[src/rtl/img_proc_pkg.sv]
// Shared definitions for the image-processing blocks: the window scheduler
// FSM state encoding and the index-width helper used to size column/row ports.
package img_proc_pkg;

   typedef enum logic [2:0] {
      ST_IDLE   = 3'd0,
      ST_PRIME  = 3'd1,
      ST_STREAM = 3'd2,
      ST_FLUSH  = 3'd3,
      ST_DONE   = 3'd4
   } sched_state_e;

   // Bits needed to index n items; never less than one bit.
   function automatic int idx_width(input int n);
      return (n <= 1) ? 1 : $clog2(n);
   endfunction

endpackage

[src/rtl/window_scheduler_raster_counter.sv]
// raster_counter: input column/line counter for the window scheduler.
// Advances one column per step, wraps the column at the end of a line,
// advances the line (wrapping to 0 after the last line) and toggles the
// ping-pong buffer select on every line wrap.
module raster_counter
   import img_proc_pkg::*;
#(
   parameter  int IMG_WIDTH  = 640,
   parameter  int IMG_HEIGHT = 480,
   localparam int AW         = idx_width(IMG_WIDTH),
   localparam int RW         = idx_width(IMG_HEIGHT)
) (
   input  logic          clk,
   input  logic          rst_n,
   input  logic          clr_i,
   input  logic          step_i,
   output logic [AW-1:0] col_o,
   output logic [RW-1:0] line_o,
   output logic          buf_sel_o,
   output logic          line_end_o,
   output logic          wrap_o
);

   logic [AW-1:0] col_q, col_d;
   logic [RW-1:0] line_q, line_d;
   logic          buf_sel_q, buf_sel_d;
   logic          at_last_col;
   logic          at_last_line;

   assign at_last_col  = (col_q == AW'(IMG_WIDTH - 1));
   assign at_last_line = (line_q == RW'(IMG_HEIGHT - 1));

   // line_end_o: this step finishes a line; wrap_o: it also finishes the frame.
   assign line_end_o = step_i && at_last_col;
   assign wrap_o     = line_end_o && at_last_line;

   assign col_o     = col_q;
   assign line_o    = line_q;
   assign buf_sel_o = buf_sel_q;

   // Next counter values: clear on frame start, otherwise advance on each step.
   always_comb begin
      // NOTE: every output of a combinational block gets a default first so no latch is inferred.
      col_d     = col_q;
      line_d    = line_q;
      buf_sel_d = buf_sel_q;
      if (clr_i) begin
         col_d     = '0;
         line_d    = '0;
         buf_sel_d = 1'b0;
      end else if (step_i) begin
         if (at_last_col) begin
            col_d     = '0;
            line_d    = at_last_line ? '0 : line_q + RW'(1);
            buf_sel_d = ~buf_sel_q;
         end else begin
            col_d = col_q + AW'(1);
         end
      end
   end

   // Counter registers.
   always_ff @(posedge clk or negedge rst_n) begin
      // NOTE: sequential state uses non-blocking assignments so every register samples pre-edge values.
      if (!rst_n) begin
         col_q     <= '0;
         line_q    <= '0;
         buf_sel_q <= 1'b0;
      end else begin
         col_q     <= col_d;
         line_q    <= line_d;
         buf_sel_q <= buf_sel_d;
      end
   end

endmodule

[src/rtl/window_scheduler.sv]
// window_scheduler: accepts a raster pixel stream, writes each pixel into the
// line cache one cycle after it arrives, and presents window-centre positions
// on a valid/ready handshake. Line 0 only primes the cache; windows start on
// line 1 with row = input line - 1.
// Build option: define SCHED_FLUSH_EN to add the FLUSH state, which emits one
// extra window row (row IMG_HEIGHT-1) after the last input pixel.
module window_scheduler
   import img_proc_pkg::*;
#(
   parameter  int DATA_WIDTH = 8,
   parameter  int IMG_WIDTH  = 640,
   parameter  int IMG_HEIGHT = 480,
   localparam int AW         = idx_width(IMG_WIDTH),
   localparam int RW         = idx_width(IMG_HEIGHT)
) (
   input  logic                  clk,
   input  logic                  rst,
   input  logic                  start,
   input  logic                  s_valid,
   input  logic [DATA_WIDTH-1:0] s_data,
   output logic                  s_ready,
   output logic                  cache_we,
   output logic [AW-1:0]         cache_addr,
   output logic [DATA_WIDTH-1:0] cache_pixel,
   output logic                  buf_sel,
   output logic                  win_valid,
   input  logic                  win_ready,
   output logic [AW-1:0]         col,
   output logic [RW-1:0]         row,
   output logic                  busy,
   output logic                  frame_done
);

   sched_state_e          state_q, state_d;
   logic                  xfer;
   logic                  start_frame;
   logic [AW-1:0]         in_col;
   logic [RW-1:0]         in_line;
   logic                  line_end;
   logic                  frame_end;

   logic                  cache_we_q, cache_we_d;
   logic [AW-1:0]         cache_addr_q, cache_addr_d;
   logic [DATA_WIDTH-1:0] cache_pixel_q, cache_pixel_d;
   logic                  win_valid_q, win_valid_d;
   logic [AW-1:0]         col_q, col_d;
   logic [RW-1:0]         row_q, row_d;

   assign xfer        = s_valid && s_ready;
   assign start_frame = (state_q == ST_IDLE) && start;

   raster_counter #(
      .IMG_WIDTH  (IMG_WIDTH),
      .IMG_HEIGHT (IMG_HEIGHT)
   ) u_raster (
      .clk        (clk),
      .rst_n      (rst),
      .clr_i      (start_frame),
      .step_i     (xfer),
      .col_o      (in_col),
      .line_o     (in_line),
      .buf_sel_o  (buf_sel),
      .line_end_o (line_end),
      .wrap_o     (frame_end)
   );

`ifdef SCHED_FLUSH_EN
   logic [AW-1:0] flush_col_q, flush_col_d;
   logic          flush_load;
   logic          flush_last;

   // A flush window loads whenever the output slot is empty or being drained.
   assign flush_load = (state_q == ST_FLUSH) && (!win_valid_q || win_ready);
   assign flush_last = (flush_col_q == AW'(IMG_WIDTH - 1));

   // Flush column: held at 0 outside FLUSH, advances per loaded window.
   always_comb begin
      flush_col_d = flush_col_q;
      if (state_q != ST_FLUSH) begin
         flush_col_d = '0;
      end else if (flush_load) begin
         flush_col_d = flush_col_q + AW'(1);
      end
   end

   // Flush column register.
   always_ff @(posedge clk or negedge rst) begin
      if (!rst) begin
         flush_col_q <= '0;
      end else begin
         flush_col_q <= flush_col_d;
      end
   end
`endif

   // FSM state register.
   always_ff @(posedge clk or negedge rst) begin
      if (!rst) begin
         state_q <= ST_IDLE;
      end else begin
         state_q <= state_d;
      end
   end

   // FSM next state; start only matters in IDLE.
   always_comb begin
      state_d = state_q;
      case (state_q)
         ST_IDLE:   if (start) state_d = ST_PRIME;
         ST_PRIME:  if (line_end) state_d = ST_STREAM;
         ST_STREAM: begin
            if (frame_end) begin
`ifdef SCHED_FLUSH_EN
               state_d = ST_FLUSH;
`else
               state_d = ST_DONE;
`endif
            end
         end
`ifdef SCHED_FLUSH_EN
         ST_FLUSH:  if (flush_load && flush_last) state_d = ST_DONE;
`endif
         ST_DONE:   state_d = ST_IDLE;
         default:   state_d = ST_IDLE;
      endcase
   end

   // FSM outputs: input backpressure follows the window consumer while streaming.
   always_comb begin
      s_ready    = 1'b0;
      busy       = 1'b1;
      frame_done = 1'b0;
      case (state_q)
         ST_IDLE:   busy = 1'b0;
         ST_PRIME:  s_ready = 1'b1;
         ST_STREAM: s_ready = win_ready;
         ST_DONE:   frame_done = 1'b1;
         default:   s_ready = 1'b0;
      endcase
   end

   // Cache write and window slot next values; a streaming transfer only happens
   // with win_ready high, so loading a new window also retires the old one.
   always_comb begin
      cache_we_d    = xfer;
      cache_addr_d  = cache_addr_q;
      cache_pixel_d = cache_pixel_q;
      if (xfer) begin
         cache_addr_d  = in_col;
         cache_pixel_d = s_data;
      end

      win_valid_d = win_valid_q;
      col_d       = col_q;
      row_d       = row_q;
      if (xfer && (state_q == ST_STREAM)) begin
         win_valid_d = 1'b1;
         col_d       = in_col;
         row_d       = in_line - RW'(1);
      end
`ifdef SCHED_FLUSH_EN
      else if (flush_load) begin
         win_valid_d = 1'b1;
         col_d       = flush_col_q;
         row_d       = RW'(IMG_HEIGHT - 1);
      end
`endif
      else if (win_ready) begin
         win_valid_d = 1'b0;
      end
   end

   // Cache write and window slot registers.
   always_ff @(posedge clk or negedge rst) begin
      if (!rst) begin
         cache_we_q    <= 1'b0;
         cache_addr_q  <= '0;
         cache_pixel_q <= '0;
         win_valid_q   <= 1'b0;
         col_q         <= '0;
         row_q         <= '0;
      end else begin
         cache_we_q    <= cache_we_d;
         cache_addr_q  <= cache_addr_d;
         cache_pixel_q <= cache_pixel_d;
         win_valid_q   <= win_valid_d;
         col_q         <= col_d;
         row_q         <= row_d;
      end
   end

   assign cache_we    = cache_we_q;
   assign cache_addr  = cache_addr_q;
   assign cache_pixel = cache_pixel_q;
   assign win_valid   = win_valid_q;
   assign col         = col_q;
   assign row         = row_q;

endmodule
[config.mk]
export PLATFORM = sky130hd
export DESIGN_NAME = window_scheduler
export DESIGN_NICKNAME = d
export VERILOG_FILES = /design/src/rtl/img_proc_pkg.sv /design/src/rtl/window_scheduler_raster_counter.sv /design/src/rtl/window_scheduler.sv
export SDC_FILE = /design/constraint.sdc
export NUM_CORES = 1
export LEC_CHECK = 0
export BUFFER_PORTS_ARGS = -buffer_cell sky130_fd_sc_hd__buf_2
export CAP_MARGIN = 20
export CORE_MARGIN = 1
export CORE_UTILIZATION = 55
export DETAILED_ROUTE_END_ITERATION = 10
export PLACE_DENSITY = 0.89
export SETUP_SLACK_MARGIN = 0.3
export SYNTH_ARGS = -nofsm -noshare
export SYNTH_HDL_FRONTEND = slang
export SYNTH_SLANG_ARGS = --single-unit
[constraint.sdc]
create_clock -name clk -period 2 [get_ports clk]
set_input_delay 0.2 -clock clk [delete_from_list [all_inputs] [get_ports clk]]
set_output_delay 0.2 -clock clk [all_outputs]
set_load 0.05 [all_outputs]
-- Yosys cells after proc, flatten, opt, wreduce, memory -nomap -nowiden
Index checks and enable logic that the tools add are counted.
- add/sub/neg operators: 3
- equal/unequal tests: 8
- muxes and demuxes: 19
- bitwise gates (word level): 1
- reductions and logical operators: 11
- operators with widths (operator ; count):
    $mux 9 ; 4
    $mux 10 ; 3
    $add 10x1->10 const B ; 1
    $eq 10x10->1 const B ; 1
    $add 9x1->9 const B ; 1
    $eq 9x9->1 const B ; 1
    $mux 3 ; 3
    $pmux 3 s3 ; 1
    $sub 9x1->9 const B ; 1
    $mux 1 ; 7
    $reduce_bool 2->1 ; 3
    $logic_and 1x1->1 ; 5
    $ne 2x2->1 const B ; 2
    $eq 3x1->1 const B ; 1
    $eq 3x2->1 const B ; 1
    $eq 3x3->1 const B ; 1
    $logic_not 3->1 ; 1
    $reduce_and 3->1 ; 1
    $ne 2x1->1 const B ; 1
    $pmux 1 s2 ; 1
    $reduce_and 2->1 ; 1
    $not 1->1 ; 1
- register bits after elaboration: 62
- bits of input ports: 13
- output and inout port bits: 43
- word-level logic and storage cells: 52

-- Logic depth before layout (Yosys ltp)
Gate-level depths: netlist (run 1).
- depth in word-level cells: 7
- mapped depth: 8
- gate-level depth less buffers: 6

-- Modules after synthesis
From an unflattened synthesis (run 1), not the netlist that was laid out.
- cells, all modules: 247
- area, all modules: 2882.8 um^2
- by module, submodules not included (module ; times used ; cells each ; area each (um^2)):
    window_scheduler ; 1 ; 137 ; 1811.7
    raster_counter ; 1 ; 110 ; 1071.0

-- Worst setup path before layout (run 1)
Ideal clock, no wire load.
- path type: reg2out
- from: reg state_q[0]
- to: out frame_done
- data arrival time: 1.668 ns
- setup slack: 0.132 ns
- stages on the path, launching flop included: 3
- path buffers: 1
- cell sequence: dfrtp_1 buf_2 nor3b_1
- longest elaborated chain between the ends: 2
- RTL lines (what ; line ; text):
    start: declaration ; window_scheduler.sv:34 ; sched_state_e state_q, state_d;
    start signal: assignment ; window_scheduler.sv:101 ; state_q <= state_d;
    $eq 3x3->1 ; window_scheduler.sv:133 ; case (state_q)
    $mux 1 ; window_scheduler.sv:133 ;
    end: declaration ; window_scheduler.sv:31 ; output logic frame_done
No other way between the ends.

-- Final worst setup path (run 1)
- from: reg u_raster.col_q[7], in the netlist u_raster.col_o[7]
- to: reg u_raster.line_q[6], in the netlist u_raster.line_o[6]
- longest elaborated chain between the ends: 3
- RTL lines (what ; line ; text):
    start: declaration ; window_scheduler_raster_counter.sv:24 ; logic [AW-1:0] col_q, col_d;
    start signal: assignment ; window_scheduler_raster_counter.sv:70 ; col_q <= col_d;
    $eq 10x10->1 ; window_scheduler_raster_counter.sv:30 ; assign at_last_col = (col_q == AW'(IMG_WIDTH - 1));
    $reduce_bool 2->1 (no source line) ; n/a ;
    $reduce_and 2->1 (no source line) ; n/a ;
    end signal: assignment ; window_scheduler_raster_counter.sv:71 ; line_q <= line_d;
    end: declaration ; window_scheduler_raster_counter.sv:25 ; logic [RW-1:0] line_q, line_d;
No other way between the ends.
A chain may end at the register's enable or synchronous reset.

==> run summary, run 1 <==
The peak clock frequency supported by timing is 555 MHz, and the minimum setup slack after placement is -48.8 ps. The completed layout was analyzed and its total power is 3.56 mW. The critical path crosses 4 cells after its start point.

In the finished design, the share of the clock period the worst path needs comes to 90.1%. In this run the clock root is driven by a sky130_fd_sc_hd__clkbuf_8. Of the synthesized area, sequential elements account for 53.2%. The most used flip-flop cell after synthesis is sky130_fd_sc_hd__dfrtp_1. Entering global routing, the biggest net connects 36 pins.

The signed area change from the synthesized netlist to the final layout is 35.1%, and the count of state elements after synthesis is 62. For the total number of vias, the log shows 2906. For this block, the initial DRC count from the detailed router was 266. Input and output buffers added on the ports amount to 55.

Hold is met by 42.8 ps. After layout, the worst setup slack is 198 ps. The run gives 340 ps as the later-pin clock latency in the skew report. The first global-routing pass estimated 12400 um of wire. Across every metal layer, demand over resource in global routing totals 30.6%. The logs give 77.2% for the final standard cell utilization of the core and 0.00156 sq mm for the register area. The repair_antennas step left the layout with diodes totalling 0.

Cell with the largest stage delay on the worst path: sky130_fd_sc_hd__or3_4. The layout has 315 filler cells. The worst setup path startpoint is u_raster.col_o[7]. The placed instances occupy a cell area of 0.00334 sq mm.

The critical path contains buffers and inverters numbering 0 combined. Yosys printed 0 warnings. The most critical setup path has its endpoint at u_raster.line_o[6]. STA puts the critical path data required time at 2200 ps.

The floorplan step defined a die boundary enclosing 0.00560 sq mm. The run finished with clean final reports. The residual overflow from global routing was 0; the clock-pin transition on the worst setup and hold timing paths was 70 ps. After synthesis, the cell types taking the most area are sky130_fd_sc_hd__dfrtp_1 53%, sky130_fd_sc_hd__nand2_1 12%, sky130_fd_sc_hd__o21ai_0 4.1%, sky130_fd_sc_hd__xnor2_1 2.7%, sky130_fd_sc_hd__inv_1 1.7%.

The tools report the number of global-route vias before repair as 2614. At the pin with the least slew margin, the transition time is 684 ps. The commonest cells after synthesis are 95 x sky130_fd_sc_hd__nand2_1, 62 x sky130_fd_sc_hd__dfrtp_1, 24 x sky130_fd_sc_hd__o21ai_0.

The TritonCTS sink count came out at 62. STA classifies the critical path startpoint as a flip-flop. The critical path arrival was 2000 ps; the total count of hold-check failures in the final report was 0. Once the floorplan was initialized, standard cells occupied 57.1% of the core.

Yosys mapped a number of flops with a built-in enable equal to 0. Dividing the detail-routed wire length by the instance count gives 18.4 um. In the routed layout, each cell is associated on average with a via count of 6.08. Top cell family by delay on the critical path: simple AND/OR/NAND/NOR gates.

After the last flow step, the layout net total stands at 419. The type of the worst setup path is flip-flop to flip-flop. The most area-hungry cell type in the Yosys netlist is sky130_fd_sc_hd__dfrtp_1.

The synthesized netlist net count is 331, and the remaining routing DRC violations is 0. The share of Yosys cell area claimed by the top area cell type was 53.2%. The startpoint identified for the worst register-to-register timing path is u_raster.col_o[7]. The buffer depth of the longest clock path was 2.

For this design the static power due to leakage is 1.98 nW. The floorplan has 26 rows. The max-slew violation count was 0. Among all cell types in the netlist, the one instantiated most often is sky130_fd_sc_hd__nand2_1. Number of antenna violations at the first check in global routing: 0.

The run gives 478 as the final standard cell count with taps included and fillers excluded. In this run the standard cell core region covers 0.00511 sq mm. Dividing total power by cell area gives a power density of 904 mW/mm^2.

The die span in x is 74.8 um, and the maximum VDD drop is 0.871 mV. Maximum fanout encountered on the critical timing path: 6. The fraction of final layout cells with drive strength greater than 1 is 36.0%. Worst reg2reg path endpoint: u_raster.line_o[6].

For this run, asynchronously set or reset flops after synthesis account for 100%. In this run the tightest slew margin relative to its limit is 54.4%. On the worst path, the slowest cell contributes a delay of 480 ps. The run gives 0 ps as the total negative slack. In this run, distinct cell masters in the synthesized netlist total 48. Detailed placement ended at an HPWL of 4690 um. Setup repair after global routing could not meet its margin everywhere. The routed design could run at a clock period as short as 1800 ps.

The tools report the register-to-register setup slack as 200 ps. In this run the worst hold path is classified as input pin to flip-flop. The first-pass iteration count of the detailed router was 7; the combined area of the multi-input logic cells was 0.00142 sq mm.

For the depth of the CTS H-tree, the log shows 3. The worst setup path is captured at a flip-flop. The average instance area after synthesis is 9.26 sq um. After technology mapping, the gate count stands at 315. The cell area that synthesis handed to floorplanning was 0.00292 sq mm.

Measured along the y axis, the die boundary spans 74.8 um. After detailed routing, the total wire length is 8770 um. The logs give 7.46 ps for the post-route clock skew and 438 for the cell total after placement.

TritonCTS built the clock tree. For the max-capacitance violation count, the log shows 0. The worst register-to-register path has a depth of 4. Walking the worst path, the cells encountered are nand4bb_4 > or3_4 > nor2_1 > a311oi_1.

Routability-driven placement finished with a final weighted congestion of 0.852. The finished cells cover 0.00394 sq mm. Setup violations remaining at the end of the flow were counted as 0. The count of nets left with antenna violations once routing finished came out at 0. TritonCTS created 9 clock buffers. 56 I/O pins were placed.
[cells by family after synthesis]
| kind of cell | share of synthesized area, % |
|---|---|
| mux | 1.03 |
| fa+ha+maj | 1.29 |
| compound gates | 12.4 |
| flops | 53.2 |
| simple gates | 24.2 |
| xor+xnor | 3.00 |
| buf+inv | 4.93 |
[what timing repair did]
action / 4_1_cts / 5_1_grt
setup endpoints to repair: 40 / 23
gates resized for setup: 13 / 29
buffers inserted: 6 / 15
endpoints found under the hold margin: 27 / 0
hold buffers: 1 / 0
gates cloned: 1 / 1
pin swaps: 1 / 7
[layer usage]
metal | GRT usage [%] | up-vias | wire length, um
li1 | - | 1258 | -
met1 | 38.3 | 1391 | 3350
met2 | 47.5 | 198 | 4270
met3 | 8.57 | 59 | 724
met4 | 18.4 | 0 | 427
met5 | 0 | - | 0
[state kept, by name, indices dropped and copies added (netlist names)]
name                count
cache_addr             10
col                    10
u_raster.col_o         10
row                     9
u_raster.line_o         9
cache_pixel             8
state_q                 3
cache_we                1
u_raster.buf_sel_o      1
win_valid               1
[cells in the final DEF, fill, tap and decap left out, types with 2 or more instances in the layout]
cell type,n
sky130_fd_sc_hd__and3b_1,2
sky130_fd_sc_hd__dfrtp_1,54
sky130_fd_sc_hd__nand4_1,4
sky130_fd_sc_hd__nor4_2,2
sky130_fd_sc_hd__nor2b_1,3
sky130_fd_sc_hd__clkbuf_8,12
sky130_fd_sc_hd__inv_1,12
sky130_fd_sc_hd__a31oi_1,3
sky130_fd_sc_hd__nand3_1,8
sky130_fd_sc_hd__a41oi_1,2
sky130_fd_sc_hd__mux2i_1,3
sky130_fd_sc_hd__a311oi_1,2
sky130_fd_sc_hd__nor3_1,2
sky130_fd_sc_hd__buf_6,2
sky130_fd_sc_hd__or3_1,3
sky130_fd_sc_hd__dfrtp_2,8
sky130_fd_sc_hd__nor3_2,3
sky130_fd_sc_hd__or4_4,2
sky130_fd_sc_hd__o31ai_2,2
sky130_fd_sc_hd__o31a_1,2
sky130_fd_sc_hd__buf_2,54
sky130_fd_sc_hd__nand2_1,94
sky130_fd_sc_hd__a21o_4,2
sky130_fd_sc_hd__or3_4,2
sky130_fd_sc_hd__a21oi_1,7
sky130_fd_sc_hd__nor2_1,10
sky130_fd_sc_hd__bufinv_16,2
sky130_fd_sc_hd__buf_4,34
sky130_fd_sc_hd__o21ai_0,24
sky130_fd_sc_hd__xnor2_1,9
[layout make-up]
cell class | count | share of cell area (%)
repair buffers | 94 | 15.0
multi-input cells | 223 | 35.9
clock buffers | 13 | 4.28
clock inverters | 3 | 1.65
inverters | 13 | 1.33
flip-flops and latches | 62 | 39.6
well taps | 70 | 2.22
[report_power, final]
| part | internal [mW] | total, mW | leakage, nW | switching [mW] |
|---|---|---|---|---|
| clock network | 0.803 | 1.30 | 0.120 | 0.498 |
| registers | 1.38 | 1.51 | 0.803 | 0.125 |
| logic | 0.235 | 0.757 | 1.06 | 0.522 |
| total | 2.42 | 3.56 | 1.98 | 1.14 |
[worst min-delay path by stage]
stage / startpoint / end / slack (ps) / cells past startpoint
after floorplan: rst / cache_addr[0] / -100 / 0
after global placement: rst / row[5] / 260 / 1
after detailed placement: rst / row[5] / 270 / 1
after CTS: s_data[6] / cache_pixel[6] / 40 / 3
after global routing: s_data[3] / cache_pixel[3] / 50 / 3
final: s_data[3] / cache_pixel[3] / 40 / 3
[worst min-delay path, stage by stage]
cell,delay (ps)
sky130_fd_sc_hd__buf_2,70
sky130_fd_sc_hd__nand2_1,40
sky130_fd_sc_hd__nand2_1,40
Note: power is estimated with default switching activity, not from simulation.
==> inputs of run 2 (changes only) <==
ABC_AREA = 1   (was not set)
HOLD_SLACK_MARGIN = 0.08   (was not set)
MAX_ROUTING_LAYER = met4   (was not set)
==> run summary, run 2 <==
Detailed routing inserted a total of 2629 vias. With fillers left out, the area of the finished cells amounts to 0.00373 sq mm. Counting flops with a built-in enable in the synthesized netlist gives 0. At the placement stage, the worst setup path has a slack of 296 ps. The total count of hold-check failures in the final report is 0, and the post-route antenna net violation count is 0.

For this block, the initial DRC count from the detailed router was 220. For this run, the post-layout net count is 453. The worst-margin pin slew is 539 ps, and the sum of internal, switching and leakage power is 5.84 mW. Summed over all instances, the cell type with the most area after synthesis is sky130_fd_sc_hd__dfrtp_1. The critical path in this run is classified as flip-flop to primary output.

The number of warnings printed during yosys synthesis was 0. Path class of the lowest-slack min-delay path: input pin to flip-flop. Summing all flip-flop and latch instances after layout gives 0.00155 sq mm. Entering global routing, the biggest net connects 38 pins. The share of flip-flops with an asynchronous set or reset is 100%, and the number of ports placed on the die boundary is 56. For the post-route clock skew, the log shows 6.44 ps. The run gives 1420 ps as the critical path arrival. The worst hold path begins at win_ready. For the number of antenna diodes, the log shows 0.

In the post-route analysis, the smallest setup slack over all paths is 381 ps. The maximum fanout encountered on the critical timing path is 4, and the remaining routing DRC violations is 0. The first-pass iteration count of the detailed router came out at 4. The initial utilization of the core area, before any placement, comes to 58.7%. For the placement-stage cell area, the log shows 0.00335 sq mm.

In the final layout, the multi-input gates occupy 0.00130 sq mm. Global routing consumed, over all layers together, 25.6% of the routing resources. The die span in x works out to 76.8 um.

The logs give 371 for the cell count after synthesis and 30 for the number of distinct library cell variants in the gate-level netlist after synthesis. The worst pin sits at a relative slew slack of 64.1%. For the depth of the CTS H-tree, the log shows 3. The number of antenna violations at the first check in global routing was 0. The synthesized netlist net count was 387; the placement row count was 26. The first-pass GRT wire length is 11400 um. The worst hold path was traced through 2 stages. For this run, the top clock speed supported by timing is 618 MHz. During placement, the flow inserted port buffers numbering 55. The tools report the total negative slack as 0 ps.

Number of buffers created by CTS: 9. Number of inserted filler cells in the final layout: 406. CTS placed an instance of sky130_fd_sc_hd__clkbuf_8 at the clock tree root. Summed over all layers, the global routing overflow is 0. The later-pin clock latency in the skew report is 340 ps, and the clock-pin transition on the worst setup and hold timing paths is 70 ps. In the final layout, the share of cells above drive strength 1 is 24.0%. The logic depth of the worst register-to-register path came out at 8. Ranked by instance count, the synthesized netlist is headed by 127 x sky130_fd_sc_hd__nand2_1, 62 x sky130_fd_sc_hd__dfrtp_1, 34 x sky130_fd_sc_hd__inv_1.

The sum of routed wire length over all layers came out at 6750 um. The most common cell after layout, fill and taps aside is sky130_fd_sc_hd__nand2_1. Across the VDD grid, the largest voltage drop is 1.08 mV. Measured on the finished design, the core utilization comes to 71.2%. The routability congestion estimate is 0.899. The destination of the worst hold path is win_valid. Dividing the synthesized area by the synthesized cell count gives 8.29 sq um.

Setup repair after global routing could not meet its margin everywhere. The startpoint identified for the worst register-to-register timing path is u_raster.col_o[0]. The final critical path takes up 80.9% of the cycle.

TritonCTS built the clock tree. The die outline height was 76.8 um. Using the TritonRoute via totals, the vias-per-cell ratio works out to 5.13. In the post-synthesis netlist, the biggest area contributors are sky130_fd_sc_hd__dfrtp_1 50%, sky130_fd_sc_hd__nand2_1 16%, sky130_fd_sc_hd__inv_1 4.1%, sky130_fd_sc_hd__nand3_1 4.1%, sky130_fd_sc_hd__o21ai_0 3.7%. The worst reg2reg path endpoint is u_raster.line_o[2]. In the final routed layout, each cell accounts on average for 13.2 um. After synthesis the netlist holds a flip-flop and latch count of 62. The mapped cell area was 0.00308 sq mm.

The die covers 0.00589 sq mm. The required time at the endpoint of the critical path came out at 1800 ps. The run gives 2461 as the number of global-route vias before repair. The run gives 1.97 nW as the leakage dissipation. Register-to-register setup slack: 400 ps.

The library cells used most frequently in the layout, excluding fill and tap cells, are 127 x sky130_fd_sc_hd__nand2_1, 62 x sky130_fd_sc_hd__dfrtp_1, 54 x sky130_fd_sc_hd__buf_2, 32 x sky130_fd_sc_hd__inv_1, 28 x sky130_fd_sc_hd__nor2_1. Max-capacitance violation count: 0. For this design the ratio of total power to cell area is 1570 mW/mm^2. The longest clock path from root to sink contains 2 buffers. The flow ran to the end, and the final reports show no timing, DRC or antenna violations.

STA classifies the critical path endpoint as a primary output. The top cell type by area accounts for 50.4% of the synthesized area. The most used flip-flop cell after synthesis was sky130_fd_sc_hd__dfrtp_1. Compared with the post-synthesis result, the final layout area differs by 21.2%. Setup violations remaining at the end of the flow were counted as 0.

Detailed placement finished with a half-perimeter wire length of 4660 um. The core area is 0.00524 sq mm. The launching element type of the critical path was a flip-flop.

The tools report the max-slew violation count as 0. The clock period minus worst slack came out at 1620 ps. The most frequent cell after synthesis is sky130_fd_sc_hd__nand2_1.

Sequential elements use 50.4% of the synthesized area. Counting every sink on the clock net gives 62.
run 2: cell count changes after synthesis, moves of 4 or more:
cell                       delta
sky130_fd_sc_hd__a21oi_1      -5
sky130_fd_sc_hd__nand2_1     +32
sky130_fd_sc_hd__buf_6        +4
sky130_fd_sc_hd__nor2_1      +20
sky130_fd_sc_hd__clkbuf_1    -10
sky130_fd_sc_hd__o21ai_2     +13
sky130_fd_sc_hd__nand3_1     +17
sky130_fd_sc_hd__o21ai_1      +4
sky130_fd_sc_hd__xor2_1       +5
sky130_fd_sc_hd__inv_1       +21
sky130_fd_sc_hd__xnor2_1      -8
run 2: worst max path at each step:
stage | start | to | slack, ps | cells after the start
6_report | state_q[2] | s_ready | 380 | 4
5_1_grt | u_raster.col_o[0] | u_raster.line_o[2] | 300 | 8
4_1_cts | state_q[1] | s_ready | 350 | 4
3_5_place_dp | state_q[1] | u_raster.line_o[2] | 300 | 8
3_3_place_gp | state_q[1] | u_raster.line_o[2] | 430 | 8
2_1_floorplan | state_q[1] | frame_done | 300 | 1
run 2: report_power, final:
part           switching, mW  internal, mW  leakage, nW
combinational           2.06         0.590         1.04
sequential             0.227          1.62        0.818
clock                  0.515         0.831        0.116
total                   2.80          3.04         1.97
run 2: per-layer routing:
metal,GRT usage [%],wire length [um],up-vias
met1,35.9,3220,1206
met3,4.29,352,12
met2,36.8,3060,94
met5,-,0,-
li1,-,-,1317
met4,11.2,125,0
run 2: through the flow:
stage / std cells / hold WS (ps)
6_report: 512 / 96.6
2_1_floorplan: 371 / -95.6
3_5_place_dp: 485 / 211
5_1_grt: 512 / 116
3_3_place_gp: 485 / 207
4_1_cts: 510 / 93.1
run 2: worst max-delay path, stage by stage (launching register included):
cell                       delay [ps]
sky130_fd_sc_hd__dfrtp_1          400
sky130_fd_sc_hd__nor2_2           190
sky130_fd_sc_hd__nand3_2          110
sky130_fd_sc_hd__nand2_4          130
sky130_fd_sc_hd__clkbuf_4         250
run 2: area by class of cell:
| cell class | instances | area share, % |
|---|---|---|
| Sequential cell | 62 | 41.6 |
| Multi-Input combinational cell | 260 | 34.9 |
| Timing Repair Buffer | 67 | 10.5 |
| Inverter | 36 | 3.86 |
| Clock buffer | 9 | 3.32 |
| Clock inverter | 7 | 3.29 |
| Tap cell | 70 | 2.35 |
| Timing Repair inverter | 1 | 0.134 |
run 2: kinds of logic after synthesis:
family | synth area share [%]
flip-flops | 50.4
XOR/XNOR | 1.99
buffers and inverters | 8.06
adder cells (fa/ha/maj) | 1.22
AO/OA/AOI/OAI | 8.83
AND/OR/NAND/NOR | 29.5
run 2: repair_timing:
item / in CTS / in global routing
gates resized for setup: 1 / 7
hold buffers: 9 / 0
setup buffers: 0 / 0
endpoints found under the setup margin: 1 / 46
hold endpoints to repair: 31 / 0
gates cloned: 0 / 2
